$ cat config.mk
export PLATFORM = sky130hd
export DESIGN_NAME = lock_reset_sequencer
export DESIGN_NICKNAME = d
export VERILOG_FILES = /design/src/rtl/lock_reset_sequencer.sv
export SDC_FILE = /design/constraint.sdc
export NUM_CORES = 1
export LEC_CHECK = 0
export CORE_UTILIZATION = 61
export CTS_CLUSTER_DIAMETER = 40
export CTS_CLUSTER_SIZE = 40
export DETAILED_ROUTE_END_ITERATION = 8
export DONT_BUFFER_PORTS = 1
export GPL_ROUTABILITY_DRIVEN = 0
export HOLD_SLACK_MARGIN = 0.15
export PLACE_DENSITY = 0.77
export SLEW_MARGIN = 20
export SYNTH_ARGS = -nofsm -noshare
export SYNTH_HDL_FRONTEND = slang
export SYNTH_SLANG_ARGS = --single-unit
$ cat constraint.sdc
create_clock -name i_clock -period 3.8 [get_ports i_clock]
set_clock_uncertainty 0.15 [all_clocks]
set_input_delay 0.76 -clock i_clock [delete_from_list [all_inputs] [get_ports i_clock]]
set_output_delay 0.76 -clock i_clock [all_outputs]
set_load 0.02 [all_outputs]
$ cat src/rtl/lock_reset_sequencer.sv
// Reset sequencer for the generated clock domain: synchronises LOCKED, releases reset after a
// stable-lock window, issues the SPI clock-enable tick and counts lock-loss events.
module lock_reset_sequencer #(
    parameter int SYNC_STAGES   = 2,
    parameter int STABLE_CYCLES = 1024,
    parameter int CE_DIV        = 6,
    parameter int LOSS_W        = 8
) (
    input  logic              i_clock,
    input  logic              i_reset_n,
    input  logic              i_locked,
    output logic              o_reset_n,
    output logic              o_ce,
    output logic              o_running,
    output logic [LOSS_W-1:0] o_loss_count
);

    generate
        if (SYNC_STAGES < 2) begin : g_bad_sync
            $error("lock_reset_sequencer: SYNC_STAGES must be >= 2");
        end
        if (STABLE_CYCLES < 2) begin : g_bad_stable
            $error("lock_reset_sequencer: STABLE_CYCLES must be >= 2");
        end
        if (CE_DIV < 2) begin : g_bad_div
            $error("lock_reset_sequencer: CE_DIV must be >= 2");
        end
    endgenerate

    localparam int STAB_W = $clog2(STABLE_CYCLES);
    localparam int DIV_W  = $clog2(CE_DIV);

    localparam logic [STAB_W-1:0] STAB_LAST = STAB_W'(STABLE_CYCLES - 1);
    localparam logic [STAB_W-1:0] STAB_ZERO = {STAB_W{1'b0}};
    localparam logic [STAB_W-1:0] STAB_ONE  = STAB_W'(1);
    localparam logic [DIV_W-1:0]  DIV_LAST  = DIV_W'(CE_DIV - 1);
    localparam logic [DIV_W-1:0]  DIV_ZERO  = {DIV_W{1'b0}};
    localparam logic [DIV_W-1:0]  DIV_ONE   = DIV_W'(1);
    localparam logic [LOSS_W-1:0] LOSS_MAX  = {LOSS_W{1'b1}};
    localparam logic [LOSS_W-1:0] LOSS_ONE  = LOSS_W'(1);

    typedef enum logic [1:0] {
        WAIT_LOCK = 2'd0,
        STABILIZE = 2'd1,
        RUN       = 2'd2
    } state_t;

    // Saturating increment: the debug counter must never wrap back to a small value.
    function automatic logic [LOSS_W-1:0] sat_inc(input logic [LOSS_W-1:0] value);
        logic [LOSS_W-1:0] result;
        if (value == LOSS_MAX) begin
            result = value;
        end else begin
            result = value + LOSS_ONE;
        end
        return result;
    endfunction

    logic [SYNC_STAGES-1:0] sync_r;
    logic                   locked_s;
    state_t                 state_r;
    state_t                 state_s;
    logic [STAB_W-1:0]      stab_cnt_r;
    logic [STAB_W-1:0]      stab_cnt_s;
    logic [DIV_W-1:0]       div_cnt_r;
    logic [DIV_W-1:0]       div_cnt_s;
    logic [LOSS_W-1:0]      loss_cnt_r;
    logic [LOSS_W-1:0]      loss_cnt_s;
    logic                   ce_r;
    logic                   ce_s;
    logic                   run_s;
    logic                   reset_r;
    logic                   running_r;

    // LOCKED synchroniser into the generated clock domain.
    always_ff @(posedge i_clock or negedge i_reset_n) begin
        if (!i_reset_n) begin
            sync_r <= {SYNC_STAGES{1'b0}};
        end else begin
            sync_r <= {sync_r[SYNC_STAGES-2:0], i_locked};
        end
    end

    assign locked_s = sync_r[SYNC_STAGES-1];

    // Next-state, counter and output decode; a lock drop always wins over completion.
    always_comb begin
        state_s    = state_r;
        stab_cnt_s = stab_cnt_r;
        div_cnt_s  = div_cnt_r;
        loss_cnt_s = loss_cnt_r;
        ce_s       = 1'b0;
        run_s      = 1'b0;
        case (state_r)
            WAIT_LOCK: begin
                stab_cnt_s = STAB_ZERO;
                div_cnt_s  = DIV_ZERO;
                if (locked_s) begin
                    state_s = STABILIZE;
                end else begin
                    state_s = WAIT_LOCK;
                end
            end
            STABILIZE: begin
                div_cnt_s = DIV_ZERO;
                if (!locked_s) begin
                    state_s    = WAIT_LOCK;
                    stab_cnt_s = STAB_ZERO;
                end else if (stab_cnt_r == STAB_LAST) begin
                    state_s    = RUN;
                    stab_cnt_s = STAB_ZERO;
                end else begin
                    state_s    = STABILIZE;
                    stab_cnt_s = stab_cnt_r + STAB_ONE;
                end
            end
            RUN: begin
                stab_cnt_s = STAB_ZERO;
                if (!locked_s) begin
                    state_s    = WAIT_LOCK;
                    div_cnt_s  = DIV_ZERO;
                    loss_cnt_s = sat_inc(loss_cnt_r);
                end else begin
                    state_s = RUN;
                    ce_s    = (div_cnt_r == DIV_LAST);
                    if (div_cnt_r == DIV_LAST) begin
                        div_cnt_s = DIV_ZERO;
                    end else begin
                        div_cnt_s = div_cnt_r + DIV_ONE;
                    end
                end
            end
            default: begin
                state_s    = WAIT_LOCK;
                stab_cnt_s = STAB_ZERO;
                div_cnt_s  = DIV_ZERO;
            end
        endcase
        run_s = (state_s == RUN);
    end

    // State, counters and registered outputs; outputs come straight from flops.
    always_ff @(posedge i_clock or negedge i_reset_n) begin
        if (!i_reset_n) begin
            state_r    <= WAIT_LOCK;
            stab_cnt_r <= STAB_ZERO;
            div_cnt_r  <= DIV_ZERO;
            loss_cnt_r <= {LOSS_W{1'b0}};
            ce_r       <= 1'b0;
            reset_r    <= 1'b0;
            running_r  <= 1'b0;
        end else begin
            state_r    <= state_s;
            stab_cnt_r <= stab_cnt_s;
            div_cnt_r  <= div_cnt_s;
            loss_cnt_r <= loss_cnt_s;
            ce_r       <= ce_s;
            reset_r    <= run_s;
            running_r  <= run_s;
        end
    end

    assign o_reset_n    = reset_r;
    assign o_running    = running_r;
    assign o_ce         = ce_r;
    assign o_loss_count = loss_cnt_r;

endmodule

==> impl_metrics.yaml <==
setup_path:
  crit_type: "register to register"
  end_kind: "register"
  cp_max_fo: 8
  worstPathRequired_ns: 3.86
  critPathLaunchType: "register"
  r2r_slack_ns: 1.94
  critPathArrivalTime_ns: 1.92
logic_synthesis:
  ys_warn_count: 0
  yosysTopAreaCellShare_pct: 58.50
  syn_area_um2: 1155
  synthFlopType: "dfrtp_1"
  synth_most_common_cell: "dfrtp_1"
  ys_seq_area_share_pct: 58.50
  postSynthCellCount: 108
  syn_avg_cell_area_um2: 10.69
  synth_commonest_cells: "dfrtp_1, nor2_1, nand2_1"
  synth_edf_count: 0
  ys_async_sr_fraction_pct: 100.0
  synth_area_leaders: "dfrtp_1, xnor2_1, xor2_1"
  yosysUniqueCellTypes: 23
  yosysTopAreaCell: "dfrtp_1"
  synth_nets: 113
  ys_seq_elements: 27
route:
  drcViolationCount: 0
  vias: 732
  first_pass_iters: 4
  routed_wl_mm: 1.729
  viasPerCell: 5.343
  dr.first_iter.drc_count: 15
  drt-wirelength-per-cell_um: 12.62
  ant_nets: 0
sta:
  fmax_ghz: 0.5365
  rsz0062_at_grt: "false"
  slew_violations: 0
  relSlewSlack_pct: 76.41
  tns_ns: 0
  period_needed_ns: 1.864
  finalCritPeriodShare_pct: 49.05
  setup_ws_ns: 1.936
  hold_viol: 0
  setup_viol: 0
  tightest_slew_ns: 0.3541
job:
  maxCapViolCount: 0
floorplanning:
  die-area_um2: 2071
  rows: 15
  die_w_um: 45.51
  start_util_pct: 66.16
  core_area_um2: 1745
  ios: 14
  fp.dieH_um: 45.51
cts:
  cts_tree: "built"
  cts-root-buf: "clkbuf_4"
  clk_path_buf_depth: 2
  clock_latency_ns: 0.31
  clock_sinks: 27
  htreeDepth: 1
  clk_pin_slew_ns: 0.14
  cts_buffers: 3
pwr:
  p_leak_nw: 0.5371
  ir_drop_mv: 0.2543
  powerDensity_nw_per_um2: 345.6
final_layout:
  antennaDiodeCount: 0
  finalInstanceArea_um2: 1234
  drive_gt1_share_pct: 7.143
  final_net_count: 118
  finalNonFillerCells: 137
  utilization_pct: 70.68
  area_delta_synth_final_pct: 6.825
global_route:
  first_global_vias: 705
  antenna_found_initial: 0
  grt_overflow: 0
  grt_max_degree: 28
  grt_usage_pct: 20.08
  grt_pass1_wl_mm: 2.918
run_status:
  status: "finished clean"
placement:
  dp.cells: 131
  pre_cts_ws_ns: 1.925
  port_buffers: 0
  hpwl_mm: 1.225
  place_area_um2: 1174
hold_path:
  min_path_type: "register to register"
-- flip-flops by register name (all words and copies together) (netlist names) --
name,flops
o_loss_count,8
div_cnt_r,3
o_running,1
o_ce,1
sync_r,2
state_r,2
stab_cnt_r,10
-- area by class of cell --
type / count / area (um^2)
well taps: 25 / 31.28
inverters: 4 / 15.01
clock buffers: 3 / 22.52
multi-input cells: 75 / 451.7
clock inverters: 1 / 7.507
fillers: 133 / 511.7
flip-flops and latches: 27 / 675.6
repair buffers: 2 / 30.03
-- final timing paths --
path / start / to / depth (start not counted)
min reg2reg: sync_r[0] / sync_r[1] / 0
min in group asynchronous: i_reset_n / div_cnt_r[2] / 2
max reg2reg: o_loss_count[0] / o_loss_count[5] / 5
max in group asynchronous: i_reset_n / o_loss_count[0] / 2
min: sync_r[0] / sync_r[1] / 0
max: o_loss_count[0] / o_loss_count[5] / 5
-- metrics by stage --
step                      hold WS [ns]  power (mW)
after global routing            0.2344      0.4483
after global placement          0.1888      0.3021
after detailed placement        0.1951      0.3026
after CTS                       0.2279      0.4320
final                           0.2216      0.4263
after floorplan                 0.1812      0.3014
-- placed cells by master (no fill, tap or decap), drive strengths merged --
cell type     n
buf           1
clkbuf        3
nand3         5
o21a          1
nor3b         2
ha            2
dfrtp        27
nand4         3
and4          1
o21ai         4
dlygate4sd3   1
inv           4
nor3          5
nor2         14
nand3b        3
nor4          1
or3           2
clkinvlp      1
or2           1
xor2          7
a21oi         3
nand2b        1
nand2        13
xnor2         7
-- logic make-up (layout without fill, tap and decap cells) --
family          count (synthesis)  in the layout  share of synthesized area (%)
compound gates                  8              8                          4.008
xor+xnor                       14             14                          10.62
fa+ha+maj                       2              2                          2.167
buf+inv                         6             10                          2.383
flops                          27             27                          58.51
simple gates                   51             51                          22.32
-- where the power goes --
group	total, mW	internal (mW)	switching (mW)
Clock	0.121	0.0401	0.0809
Combinational	0.0131	0.00438	0.00868
Sequential	0.292	0.290	0.00231
-- what timing repair did --
item                       4_1_cts  5_1_grt
hold buffers                     2        0
hold endpoints to repair        27        0
setup endpoints to repair        0        0
resized for setup                0        0
setup buffers                    0        0
-- critical path, stage by stage, from the launching register on --
cell and delay [ns]:
dfrtp_1 0.51, ha_1 0.27, nand3_1 0.17, o21ai_2 0.15
or3_1 0.38, xnor2_1 0.13
-- metal layers --
layer | share of wire (%) | track usage, % | vias to the layer above | wire length, um
met4 | 1.4 | 9.091 | 0 | 24
met2 | 49 | 34.00 | 8 | 848
met5 | 0 | 0 | - | 0
met1 | 46 | 24.07 | 354 | 801
met3 | 3.1 | 4.762 | 2 | 54
li1 | - | - | 368 | -
No activity file was read; power rests on OpenSTA's default activity.
==> patch 1, RTL diff (same flow settings) <==
`LOSS_W`: 8 -> 7.
--- a/src/rtl/lock_reset_sequencer.sv
+++ b/src/rtl/lock_reset_sequencer.sv
@@ -6,3 +6,3 @@
     parameter int CE_DIV        = 6,
-    parameter int LOSS_W        = 8
+    parameter int LOSS_W        = 7
 ) (
Interface: changed (resized o_loss_count); port bits go from 14 to 13. The function was not compared with the original's and may differ.
==> patch 1 against the original RTL <==
Hold slack better by 0.0033 ns. Synthesized area decreased by 1.5%. Final area fell by 0.51%. Total power increased by 0.68%. Sequential cell count decreased by 1. Worst setup slack got worse by 0.016 ns. Die area shrank 1.4%. Routed wire length rose by 0.64%. Largest power group unchanged.
==> patch 1: results (changes against the original RTL) <==
Yosys
  • Syn nets: 106 (-6.2%)
  • Top cells by area, synth: dfrtp_1, xnor2_1, a21oi_1
  • Post-synthesis adder-cell area fraction: 2.20% (+0.033 points)
  • Xor and xnor area share after synthesis: 6.16% (-4.5 points)
  • Most instantiated cells after synthesis: dfrtp_1, a21oi_1, nand3_1, nor2_1
  • Seq/Total Area, Yosys: 57.2% (-1.3 points)
  • Mux cell area share after synthesis: 0.990% (+0.99 points)
  • Cells after synthesis: 101 (-6.5%)
  • Netlist cell types: 32 (+39%)
  • Synth Area in Compound Gates: 12.0% (+8.0 points)

Run status
  • Run status: finished clean

Global routing
  • Via count of the first global-routing pass: 694 (-1.6%)
  • Pin count of the biggest net entering global routing: 27 (-3.6%)
  • Tot GR Track Use: 20.3% (+0.17 points)
  • First-pass GRT wire length: 2980 um (+2.1%)

STA
  • Slew HR: 76.5% (+0.11 points)

Worst setup path
  • CP Data Arrival Time: 1.95 ns (+0.03 ns)
  • CP max FO: 4 (-4)

Detailed routing
  • Total wire length: 1740 um (+0.64%)
  • Iteration count of the initial detailed-routing pass: 3 (-1)
  • Via count: 770 (+5.2%)
  • DRT iter0 DRCs: 9 (-6)

Place
  • Cell Area, Placed: 0.00116 mm^2 (-1.1%)
  • Dpl hpwl: 1280 um (+4.6%)
  • Setup WS pre-CTS: 1.95 ns (+0.0247 ns)

Power and ir drop
  • Peak supply drop: 0.000240 V (-5.5%)
  • Static leakage: 0.516 nW (-3.9%)

Final layout
  • Fin cells: 131 (-4.4%)
  • Layout cell share with drive strength beyond 1: 10.4% (+3.2 points)
  • Biggest register: stab_cnt_r

Clock tree
  • PostCTS Resize Cnt: 0 (unchanged)
## patch 1: cell types whose count changed after synthesis, moves of 3 or more
cell	before	now
nand2_1	13	4
nor2_1	14	7
a21oi_1	3	8
xor2_1	7	2
nor3_1	5	1
o21ai_0	3	6
## patch 1: cells by family after synthesis
family | after synthesis
flops | 26
xor+xnor | 8
compound gates | 22
simple gates | 38
buf+inv | 4
mux | 1
fa+ha+maj | 2
## patch 1: path summary, 6_finish.rpt
path / from / end / slack (ns) / cells after the start
setup / recovery: o_loss_count[0] / o_loss_count[1] / 1.92 / 4
max in group asynchronous: i_reset_n / stab_cnt_r[8] / 2.65 / 2
hold reg to reg: sync_r[0] / sync_r[1] / 0.22 / 0
hold / removal: sync_r[0] / sync_r[1] / 0.22 / 0
setup reg to reg: o_loss_count[0] / o_loss_count[1] / 1.92 / 4
min in group asynchronous: i_reset_n / o_loss_count[4] / 0.70 / 2
## patch 1: final cells by class
class	instances	area (um^2)
repair buffers	2	30.0
clock buffers	4	36.3
inverters	3	11.3
multi-input cells	71	468
fillers	136	518
well taps	25	31.3
flip-flops and latches	26	651
## patch 1: routing by layer
layer	GRT usage (%)	up-vias	part of all wire (%)	wire length, um
met5	0	-	0	0
met4	6.67	0	0.98	17
met3	4.00	2	2.6	46
met2	32.5	13	48	829
met1	27.7	373	49	848
li1	-	382	-	-
## patch 1: power breakdown
part           internal (mW)  total (mW)  switching, mW
logic                0.00476      0.0134        0.00864
registers              0.279       0.282        0.00271
clock network         0.0586       0.134         0.0753
total                  0.343       0.429         0.0867
## patch 1: worst max-delay path: stages (launching register included)
cell,delay (ns)
dfrtp_1,0.52
ha_1,0.24
nand3_1,0.15
o21ai_0,0.34
mux2_2,0.37
==> patch 2, RTL diff (same flow settings) <==
Made on the original files. Encoding of `state_t`: now one-hot (3 bits for 3 states).
--- a/src/rtl/lock_reset_sequencer.sv
+++ b/src/rtl/lock_reset_sequencer.sv
@@ -41,6 +41,6 @@
 
-    typedef enum logic [1:0] {
-        WAIT_LOCK = 2'd0,
-        STABILIZE = 2'd1,
-        RUN       = 2'd2
+    typedef enum logic [2:0] {
+        WAIT_LOCK = 3'b001,
+        STABILIZE = 3'b010,
+        RUN       = 3'b100
     } state_t;
Function: same outputs for any inputs over 10 cycles, from zero or initial values and one cycle with i_reset_n low; not proved beyond that.
==> patch 2 against the original RTL <==
Final area rose by 14%. Sequential share of layout area fell by 5.0 points. Total power rose by 24%. Sequential cell count rose by 1. Global-route usage rose by 1.9 points. Clock power rose by 59%. Worst setup slack got worse by 0.10 ns. Hold slack got worse by 0.0046 ns. Critical path depth fell by 1. Routed wire length rose by 29%. Synthesized area rose by 13%. Critical path type unchanged. Critical endpoint is now o_loss_count[1].
==> patch 2: results (changes against the original RTL) <==
Global routing
  • Tot GR Track Use: 22.0% (+1.9 points)
  • First-pass GRT wire length: 3440 um (+18%)
  • Initial antenna violation count: 0 (unchanged)
  • Pin count of the biggest net entering global routing: 29 (+3.6%)
  • Via count of the first global-routing pass: 726 (+3.0%)

STA
  • Worst Hold Margin: 0.217 ns (-0.00457 ns)
  • Setup WS post-layout: 1.84 ns (-0.0996 ns)
  • Slew HR: 68.2% (-8.2 points)
  • Final Hold Viols: 0 (unchanged)

Power and ir drop
  • Peak supply drop: 0.000280 V (+10%)
  • Static leakage: 0.589 nW (+9.7%)

Detailed routing
  • # DRC: 0 (unchanged)
  • DRT iter0 DRCs: 18 (+3)
  • Via count: 865 (+18%)
  • DRT met1 WL: 1070 um (+34%)
  • Iteration count of the initial detailed-routing pass: 4 (unchanged)
  • Wirelength per Cell: 15.3 um (+21%)
  • DR top layer: met4
  • DR WL met2: 1100 um (+30%)
  • Total wire length: 2230 um (+29%)
  • DR WL met3: 47 um (-13%)

Run status
  • Run status: finished clean

Clock tree
  • Clk_lat worst skew: 0.32 ns
  • H-tree Lvls: 1 (unchanged)
  • Post-CTS Repair Setup Buffers: 0 (unchanged)
  • Root Buffer: clkbuf_4
  • TritonCTS buffer count: 3 (unchanged)
  • Maximum clock path buffer count: 2 (unchanged)
  • CTS clk-pin slew, worst paths: 0.15 ns

Final layout
  • Max FFs per register: 10 (unchanged)
  • Nets: 125 (+5.9%)
  • Biggest register: stab_cnt_r
  • # fillers: 136 (+2.3%)
  • Layout cell share with drive strength beyond 1: 11.8% (+4.6 points)
  • # diodes: 0 (unchanged)

Worst setup path
  • CP max FO: 6 (-2)
  • CP Data Arrival Time: 2.03 ns (+0.11 ns)
  • Max incr delay on CP: 0.55 ns (+0.04 ns)
  • Critical path's slowest cell: dfrtp_1
  • Family with the most delay on the worst path: flip-flops

Place
  • Cell Area, Placed: 0.00133 mm^2 (+13%)
  • Dpl hpwl: 1570 um (+28%)
  • I/O Buffers: 0 (unchanged)
  • Placed insts: 140 (+6.9%)
  • Setup WS pre-CTS: 1.89 ns (-0.0348 ns)

Yosys
  • FFs w/ async S/R, synth: 100% (unchanged)
  • Syn nets: 119 (+5.3%)
  • Most used DFF post-synth: dfrtp_1
  • Cells after synthesis: 114 (+5.6%)
  • Seq/Total Area, Yosys: 53.9% (-4.6 points)
  • Yosys warns: 0 (unchanged)
  • Netlist cell types: 32 (+39%)
  • Most instantiated cells after synthesis: dfrtp_1, nor2_1, a21oi_1, nand2_1, nand3_1
  • Top cells by area, synth: dfrtp_1, nor4b_4, xor2_1

Worst hold path
  • Hold Path Class: flip-flop to flip-flop
==> patch 2: changes by cell type after synthesis, sizes merged, moves of 3 or more <==
cell and delta:
mux2 +4, nor2 -4, nand3b -3, xnor2 -4, a21oi +5, nand2 -5
and3 +4, o41ai +3, nor3 -4
==> patch 2: metal layers <==
metal / GRT usage [%] / vias to the layer above
li1: - / 435
met4: 6.67 / 0
met3: 4.81 / 2
met5: 0 / -
met1: 32.7 / 418
met2: 32.3 / 10
==> patch 2: stage by stage <==
stage | utilization, % | total power, mW
6_report | 71.2 | 0.529
5_1_grt | 71.2 | 0.549
4_1_cts | 71.2 | 0.533
3_5_place_dp | 67.0 | 0.335
3_3_place_gp | 67.0 | 0.333
2_1_floorplan | - | 0.330
==> patch 2: final timing paths <==
| kind | from | to | cells after the start |
|---|---|---|---|
| min | sync_r[0] | sync_r[1] | 0 |
| max reg2reg | o_loss_count[1] | o_loss_count[1] | 4 |
| min reg2reg | sync_r[0] | sync_r[1] | 0 |
| min in group asynchronous | i_reset_n | div_cnt_r[0] | 2 |
| max | o_loss_count[1] | o_loss_count[1] | 4 |
| max in group asynchronous | i_reset_n | state_r[0] | 2 |
==> patch 2: layout make-up <==
| type | instances | area [um^2] | share of cell area [%] |
|---|---|---|---|
| multi-input combinational | 82 | 582 | 41.2 |
| inverter | 3 | 11.3 | 0.798 |
| clock inverter | 1 | 30.0 | 2.13 |
| tap | 27 | 33.8 | 2.39 |
| sequential | 28 | 702 | 49.7 |
| timing repair buffer | 2 | 30.0 | 2.13 |
| clock buffer | 3 | 22.5 | 1.60 |
==> patch 2: cell families (layout without fill, tap and decap cells) <==
group / count (synthesis) / after routing / synth area share, %
AOI/OAI and AO/OA: 21 / 21 / 10.4
xor gates and xnor gates: 8 / 8 / 5.38
adders and majority gates: 2 / 2 / 1.92
buffers and inverters: 4 / 9 / 1.44
DFF: 28 / 28 / 53.9
muxes: 5 / 5 / 4.23
and+or+nand+nor: 46 / 46 / 22.8
==> patch 2: power breakdown <==
group / total [mW] / internal [mW] / switching, mW / leakage [nW]
clock: 0.192 / 0.107 / 0.0851 / 0.0279
sequential: 0.315 / 0.305 / 0.0104 / 0.382
combinational: 0.0223 / 0.0101 / 0.0122 / 0.179
==> patch 2: what timing repair did <==
action	CTS	global route
hold buffers	2	0
endpoints found under the hold margin	28	0
gates resized for setup	0	0
